## src/rtl/ws2812_frame_arbiter_pkg.sv

```systemverilog
// Shared types and constants for the WS2812 frame arbiter (package ws2812_pkg).
package ws2812_pkg;

  localparam int   BITS_PER_LED = 24;
  localparam logic SRC_PAT      = 1'b0;
  localparam logic SRC_HOST     = 1'b1;

  typedef enum logic [1:0] {
    ST_IDLE      = 2'd0,
    ST_WAIT_BUSY = 2'd1,
    ST_SEND      = 2'd2,
    ST_GAP       = 2'd3
  } state_e;

endpackage

```

## src/rtl/ws2812_rr_arb2.sv

```systemverilog
// Two-requester round-robin arbiter; the priority pointer only moves when a grant is issued.
module ws2812_rr_arb2
  import ws2812_pkg::*;
(
  input  logic       clk,
  input  logic       reset_n,
  input  logic [1:0] req,
  input  logic       en,
  output logic [1:0] gnt
);

  // prio_q names the source that wins a tie (the one not granted last)
  logic prio_q, prio_d;

  always_comb begin
    gnt    = 2'b00;
    prio_d = prio_q;
    if (en) begin
      if (req == 2'b11) gnt[prio_q] = 1'b1;
      else              gnt         = req;
      if (|req) prio_d = gnt[SRC_PAT] ? SRC_HOST : SRC_PAT;
    end
  end

  always_ff @(posedge clk) begin
    if (!reset_n) prio_q <= SRC_PAT;
    else          prio_q <= prio_d;
  end

endmodule

```

## src/rtl/ws2812_frame_arbiter.sv

```systemverilog
// Arbitrates pattern/host frames onto one WS2812 driver with start timeout and latch gap.
// Optional WS2812_HOST_LOCK_EN adds a host_lock input that masks pattern requests in IDLE.
//
// state        | meaning
// ST_IDLE      | waiting for a request, arbitration active
// ST_WAIT_BUSY | drv_start issued, waiting for drv_busy (timeout -> ST_GAP)
// ST_SEND      | driver shifting the frame
// ST_GAP       | post-frame latch gap, GAP_CYCLES long
module ws2812_frame_arbiter
  import ws2812_pkg::*;
#(
  parameter int NUM_LED       = 8,
  parameter int GAP_CYCLES    = 5000,
  parameter int START_TIMEOUT = 15
) (
  input  logic                            clk,
  input  logic                            reset_n,
`ifdef WS2812_HOST_LOCK_EN
  input  logic                            host_lock,
`endif
  input  logic                            req_pat,
  input  logic [NUM_LED*BITS_PER_LED-1:0] rgb_pat,
  input  logic                            req_host,
  input  logic [NUM_LED*BITS_PER_LED-1:0] rgb_host,
  output logic                            ack_pat,
  output logic                            ack_host,
  output logic                            drv_start,
  output logic [NUM_LED*BITS_PER_LED-1:0] drv_rgb_data,
  input  logic                            drv_busy,
  output logic                            busy,
  output logic                            frame_done,
  output logic                            start_err
);

  localparam int W     = NUM_LED * BITS_PER_LED;
  localparam int GAP_W = $clog2(GAP_CYCLES + 1);
  localparam int TMO_W = (START_TIMEOUT < 1) ? 1 : $clog2(START_TIMEOUT + 1);

  state_e           state_q, state_d;
  logic [TMO_W-1:0] tmo_cnt_q, tmo_cnt_d;
  logic [GAP_W-1:0] gap_cnt_q, gap_cnt_d;
  logic [W-1:0]     data_q, data_d;
  logic             drv_start_q, drv_start_d;
  logic             ack_pat_q, ack_pat_d;
  logic             ack_host_q, ack_host_d;
  logic             frame_done_q, frame_done_d;
  logic             start_err_q, start_err_d;
  logic [1:0]       req_vec;
  logic [1:0]       gnt;

`ifdef WS2812_HOST_LOCK_EN
  assign req_vec = {req_host, req_pat & ~host_lock};
`else
  assign req_vec = {req_host, req_pat};
`endif

  ws2812_rr_arb2 u_arb (
    .clk     (clk),
    .reset_n (reset_n),
    .req     (req_vec),
    .en      (state_q == ST_IDLE),
    .gnt     (gnt)
  );

  always_comb begin
    state_d      = state_q;
    tmo_cnt_d    = tmo_cnt_q;
    gap_cnt_d    = gap_cnt_q;
    data_d       = data_q;
    drv_start_d  = 1'b0;
    ack_pat_d    = 1'b0;
    ack_host_d   = 1'b0;
    frame_done_d = 1'b0;
    start_err_d  = 1'b0;
    case (state_q)
      ST_IDLE: begin
        if (|gnt) begin
          state_d     = ST_WAIT_BUSY;
          tmo_cnt_d   = TMO_W'(START_TIMEOUT);
          drv_start_d = 1'b1;
          ack_pat_d   = gnt[SRC_PAT];
          ack_host_d  = gnt[SRC_HOST];
          data_d      = gnt[SRC_HOST] ? rgb_host : rgb_pat;
        end
      end
      ST_WAIT_BUSY: begin
        if (drv_busy) begin
          state_d   = ST_SEND;
          tmo_cnt_d = '0;
        end else if (tmo_cnt_q <= TMO_W'(1)) begin
          start_err_d = 1'b1;
          state_d     = ST_GAP;
          tmo_cnt_d   = '0;
          gap_cnt_d   = GAP_W'(GAP_CYCLES);
        end else begin
          tmo_cnt_d = tmo_cnt_q - 1'b1;
        end
      end
      ST_SEND: begin
        if (!drv_busy) begin
          frame_done_d = 1'b1;
          state_d      = ST_GAP;
          gap_cnt_d    = GAP_W'(GAP_CYCLES);
        end
      end
      ST_GAP: begin
        // count down to 1 and stop there, so the counter can never wrap
        if (gap_cnt_q <= GAP_W'(1)) begin
          state_d   = ST_IDLE;
          gap_cnt_d = '0;
        end else begin
          gap_cnt_d = gap_cnt_q - 1'b1;
        end
      end
      default: state_d = ST_IDLE;
    endcase
  end

  always_ff @(posedge clk) begin
    if (!reset_n) begin
      state_q      <= ST_IDLE;
      tmo_cnt_q    <= '0;
      gap_cnt_q    <= '0;
      data_q       <= '0;
      drv_start_q  <= 1'b0;
      ack_pat_q    <= 1'b0;
      ack_host_q   <= 1'b0;
      frame_done_q <= 1'b0;
      start_err_q  <= 1'b0;
    end else begin
      state_q      <= state_d;
      tmo_cnt_q    <= tmo_cnt_d;
      gap_cnt_q    <= gap_cnt_d;
      data_q       <= data_d;
      drv_start_q  <= drv_start_d;
      ack_pat_q    <= ack_pat_d;
      ack_host_q   <= ack_host_d;
      frame_done_q <= frame_done_d;
      start_err_q  <= start_err_d;
    end
  end

  assign ack_pat      = ack_pat_q;
  assign ack_host     = ack_host_q;
  assign drv_start    = drv_start_q;
  assign drv_rgb_data = data_q;
  assign busy         = (state_q != ST_IDLE);
  assign frame_done   = frame_done_q;
  assign start_err    = start_err_q;

endmodule

```

## config.mk

```make
export PLATFORM = sky130hd
export DESIGN_NAME = ws2812_frame_arbiter
export DESIGN_NICKNAME = d
export VERILOG_FILES = /design/src/rtl/ws2812_frame_arbiter_pkg.sv /design/src/rtl/ws2812_rr_arb2.sv /design/src/rtl/ws2812_frame_arbiter.sv
export SDC_FILE = /design/constraint.sdc
export NUM_CORES = 1
export LEC_CHECK = 0
export ABC_CLOCK_PERIOD_IN_PS = 2800
export CAP_MARGIN = 20
export CELL_PAD_IN_SITES_DETAIL_PLACEMENT = 0
export CELL_PAD_IN_SITES_GLOBAL_PLACEMENT = 2
export CORE_AREA = 8 8 220 222
export CTS_BUF_LIST = sky130_fd_sc_hd__clkbuf_8
export DETAILED_ROUTE_END_ITERATION = 8
export DIE_AREA = 0 0 228 230
export PLACE_DENSITY = 0.92
export SLEW_MARGIN = 30
export SYNTH_ARGS = -nofsm -noshare
export SYNTH_HDL_FRONTEND = slang
export SYNTH_SLANG_ARGS = --single-unit
```

## constraint.sdc

```tcl
create_clock -name clk -period 2.8 [get_ports clk]
set_input_delay 0.56 -clock clk [delete_from_list [all_inputs] [get_ports clk]]
set_output_delay 0.56 -clock clk [all_outputs]
set_load 0.03 [all_outputs]
```

==> results summary, run 1 <==
The post-synthesis to final-layout area growth is 83.9%. The maximum buffer depth of the clock tree is 3. The clock net sink count is 217. The count of distinct cell types in the synthesized netlist came out at 54.

The share of layout cells above drive strength 1 is 7.64%. The via count is 9422. The max-slew headroom at the worst pin is 63.5%.

The final critical-path setup slack came out at 345 ps. The critical setup path kind is reg2out. OpenSTA, run right after detailed placement, puts the worst setup slack at 393 ps. The hold violation total from the final report is 0. Summed over all failing endpoints, the final setup total negative slack is 0 ps.

The actual transition at the worst max-transition pin is 545 ps. The setup violation total in the final timing report is 0. The number of enable-type register cells in the synthesized netlist came out at 0. The clock buffer count from CTS is 43. Summing all placed instances gives a cell area of 0.0161 sq mm.

For this run, the leading register cell type out of synthesis is sky130_fd_sc_hd__dfxtp_1. The final core utilization came out at 37.7%. The number of warning messages in the yosys log came out at 0. The number of DRC violations after detailed routing is 0. The core area came out at 0.0449 sq mm. The number of port buffers is 586. The number of global-route vias before repair is 10000.

The tree is rooted in a sky130_fd_sc_hd__clkbuf_8. After layout, the worst path uses 87.7% of the clock period. The first-pass iteration count of the detailed router is 4. The net count of the finished layout is 2005. The largest net degree at the start of global routing came out at 51. The average size of a mapped cell came out at 9.19 sq um. The min-delay analysis places its worst path in the category reg2reg. The clock-pin slew reported for the worst setup and hold paths after clock tree synthesis is 50 ps. The max capacitance violation total is 0. The worst setup path is launched from a flop. The row count is 78. The number of nets with antenna violations after routing is 0.

The number of buffers and inverters on the critical path came out at 3. Grouping stages by cell kind, the critical path spends the most delay in buffers and inverters. Dividing the detail-routed via count by the number of cells gives 4.21. In this run the number of H-tree levels came out at 2.

The number of placed instances, taps included, is 2162. The data required time of the worst path came out at 2240 ps. The first global-routing pass estimated 61600 um of wire.

After the flow finishes, the layout carries non-filler instances totaling 2239. The post-CTS repair timing setup buffer count is 0. The share of synthesized flip-flops with an asynchronous set or reset came out at 0%. The static leakage came out at 7.28 nW. The number of nets handed over by synthesis was 1400.

The setup skew after layout came out at 18.3 ps. The flow ran to the end, and the final reports show no timing, DRC or antenna violations. The wire length per cell came out at 18.6 um. The register bit count reported by yosys came out at 217. Setup repair after global routing left no endpoint under its margin.

IR analysis of the VDD net gives a maximum drop of 0.000454 V. Traced cell by cell, the critical path runs through inv_1 -> ha_1 -> inv_2 -> dlygate4sd2_1. The worst setup slack for register-to-register paths came out at 630 ps.

After filler insertion, the fill cell instance count of the layout stands at 4498. The share of the yosys chip area belonging to registers came out at 47.2%. TritonCTS built the clock tree. The residual overflow from global routing came out at 0. At the later pin of the worst-skew pair, clock insertion delay measures 560 ps. The smallest hold slack came out at 443 ps. Global routing used 14.9% of the available tracks. The arrival time reported for the critical path endpoint is 1890 ps. The starting density of the core came out at 20.5%. In this design, the stage delay of the slowest critical-path cell is 420 ps. The cell count after synthesis is 1002. The horizontal die dimension came out at 228 um. The die covers 0.0524 sq mm. STA classifies the critical path endpoint as an output pin. The chip height is 230 um. The final HPWL from detailed placement came out at 33400 um. The count of pins on the block boundary is 587. Summing internal, switching and leakage power gives 14.9 mW.

Summing every instance area after synthesis gives 0.00921 sq mm. The post-route minimum period is 2450 ps. Once layout is done, the placed cells without fillers occupy 0.0169 sq mm. The initial antenna violation count is 3.

The number of DRC violations after detailed-routing iteration 0 is 325. The highest achievable clock rate came out at 407 MHz. The largest fanout of any net on the critical path came out at 5. For this design the ratio of total power to cell area is 878 mW/mm^2. For this block, the routed nets add up to 41600 um of wire.

The max-slew violation count came to 0. The cell with the largest stage delay on the worst path is sky130_fd_sc_hd__dlygate4sd2_1. The placer congestion estimate came out at 0.863.
[synth_stat cells, types with 2 or more instances]
cell type | instances | area (sq um)
sky130_fd_sc_hd__nand2_1 | 205 | 769
sky130_fd_sc_hd__o31ai_1 | 3 | 22.5
sky130_fd_sc_hd__or4_1 | 4 | 30.0
sky130_fd_sc_hd__a21o_1 | 2 | 15.0
sky130_fd_sc_hd__ha_1 | 9 | 113
sky130_fd_sc_hd__clkbuf_1 | 38 | 143
sky130_fd_sc_hd__mux2i_1 | 193 | 1930
sky130_fd_sc_hd__or3_1 | 4 | 25.0
sky130_fd_sc_hd__o311ai_1 | 2 | 17.5
sky130_fd_sc_hd__buf_2 | 28 | 140
sky130_fd_sc_hd__o21a_1 | 4 | 30.0
sky130_fd_sc_hd__dfxtp_1 | 217 | 4340
sky130_fd_sc_hd__nor2_1 | 11 | 41.3
sky130_fd_sc_hd__nand4_1 | 3 | 18.8
sky130_fd_sc_hd__a31oi_1 | 2 | 12.5
sky130_fd_sc_hd__inv_1 | 8 | 30.0
sky130_fd_sc_hd__nand3_1 | 4 | 20.0
sky130_fd_sc_hd__a32oi_1 | 2 | 17.5
sky130_fd_sc_hd__or2_2 | 2 | 12.5
sky130_fd_sc_hd__o211a_1 | 3 | 30.0
sky130_fd_sc_hd__and2_1 | 2 | 12.5
sky130_fd_sc_hd__a21oi_1 | 10 | 50.1
sky130_fd_sc_hd__o22ai_1 | 2 | 12.5
sky130_fd_sc_hd__o21ai_1 | 195 | 976
sky130_fd_sc_hd__nor3b_1 | 2 | 15.0
sky130_fd_sc_hd__nor3_1 | 5 | 25.0
sky130_fd_sc_hd__buf_1 | 5 | 18.8
sky130_fd_sc_hd__or2_1 | 2 | 12.5
sky130_fd_sc_hd__o211ai_1 | 2 | 15.0
sky130_fd_sc_hd__o21ai_0 | 4 | 20.0
sky130_fd_sc_hd__nor2b_1 | 2 | 12.5
sky130_fd_sc_hd__and3_1 | 2 | 12.5
sky130_fd_sc_hd__inv_2 | 3 | 11.3
sky130_fd_sc_hd__o221a_2 | 2 | 22.5
[cell usage in the layout (no fill, tap or decap), drive strengths merged, types with 2 or more instances in the layout]
cell type	n
a21oi	10
o21a	4
nand3	4
or4	4
buf	45
nor3b	2
nor2	13
dfxtp	217
o22ai	2
o311ai	2
or2	4
ha	9
or3	4
a32oi	2
and3	2
diode	3
a31oi	2
clkbuf	57
o31ai	4
and2	2
o221a	3
mux2i	193
clkdlybuf4s50	585
o211ai	3
clkinv	2
inv	25
nor3	7
nand2	206
nor2b	2
o211a	3
a21o	2
o21ai	201
nand4	3
[layer usage]
layer	GRT usage [%]	part of all wire, %	vias up
met4	5.19	2.7	0
met1	16.3	39	4288
li1	-	-	4710
met5	0	0	-
met2	26.8	51	361
met3	4.88	7.2	63
[cell families after synthesis]
family | after synthesis | synth area share (%)
AOI/OAI and AO/OA | 246 | 15.2
adders and majority gates | 9 | 1.22
and+or+nand+nor | 255 | 11.6
muxes | 193 | 21.0
DFF | 217 | 47.2
buffers and inverters | 82 | 3.72
[power by group]
group	switching (mW)	total (mW)	internal, mW
Sequential	0.558	4.57	4.01
Combinational	4.02	7.10	3.08
Clock	1.39	3.19	1.80
Total	5.97	14.9	8.89
[final timing paths]
check / cells after the start / startpoint / endpoint
setup reg to reg: 7 / state_q[1] / gap_cnt_q[6]
hold / removal: 2 / drv_rgb_data[77] / drv_rgb_data[77]
setup / recovery: 4 / state_q[0] / busy
hold reg to reg: 2 / drv_rgb_data[77] / drv_rgb_data[77]
[worst min-delay path, cell delays in order (launching register included)]
cell and delay [ps]:
sky130_fd_sc_hd__dfxtp_1 300, sky130_fd_sc_hd__nand2_1 50, sky130_fd_sc_hd__o21ai_1 50
[registers in the layout (all words and copies together) (netlist names)]
register	cells
ack_host	1
ack_pat	1
drv_rgb_data	192
drv_start	1
frame_done	1
gap_cnt_q	13
start_err	1
state_q	2
tmo_cnt_q	4
u_arb.prio_q	1
[repair_timing]
| action | 4_1_cts | 5_1_grt |
|---|---|---|
| hold endpoints to repair | 0 | 0 |
| setup endpoints to repair | 1 | 0 |
| hold buffers | 0 | 0 |
| gates resized for setup | 1 | 0 |
[final cells by class]
type / instances / area [sq um] / share of cell area, %
diodes: 3 / 7.51 / 0.0443
clock buffers: 57 / 785 / 4.63
clock inverters: 17 / 70.1 / 0.414
inverters: 11 / 41.3 / 0.244
multi-input cells: 703 / 4530 / 26.8
flip-flops and latches: 217 / 4340 / 25.7
well taps: 600 / 751 / 4.43
repair buffers: 631 / 6400 / 37.8
Note: power is estimated with default switching activity, not from simulation.
==> inputs of run 2 (changes only) <==
Settings changed: CAP_MARGIN 20 to unset.
==> results of run 2 <==
Final layout, timing and power as in run 1 (identical DEF).
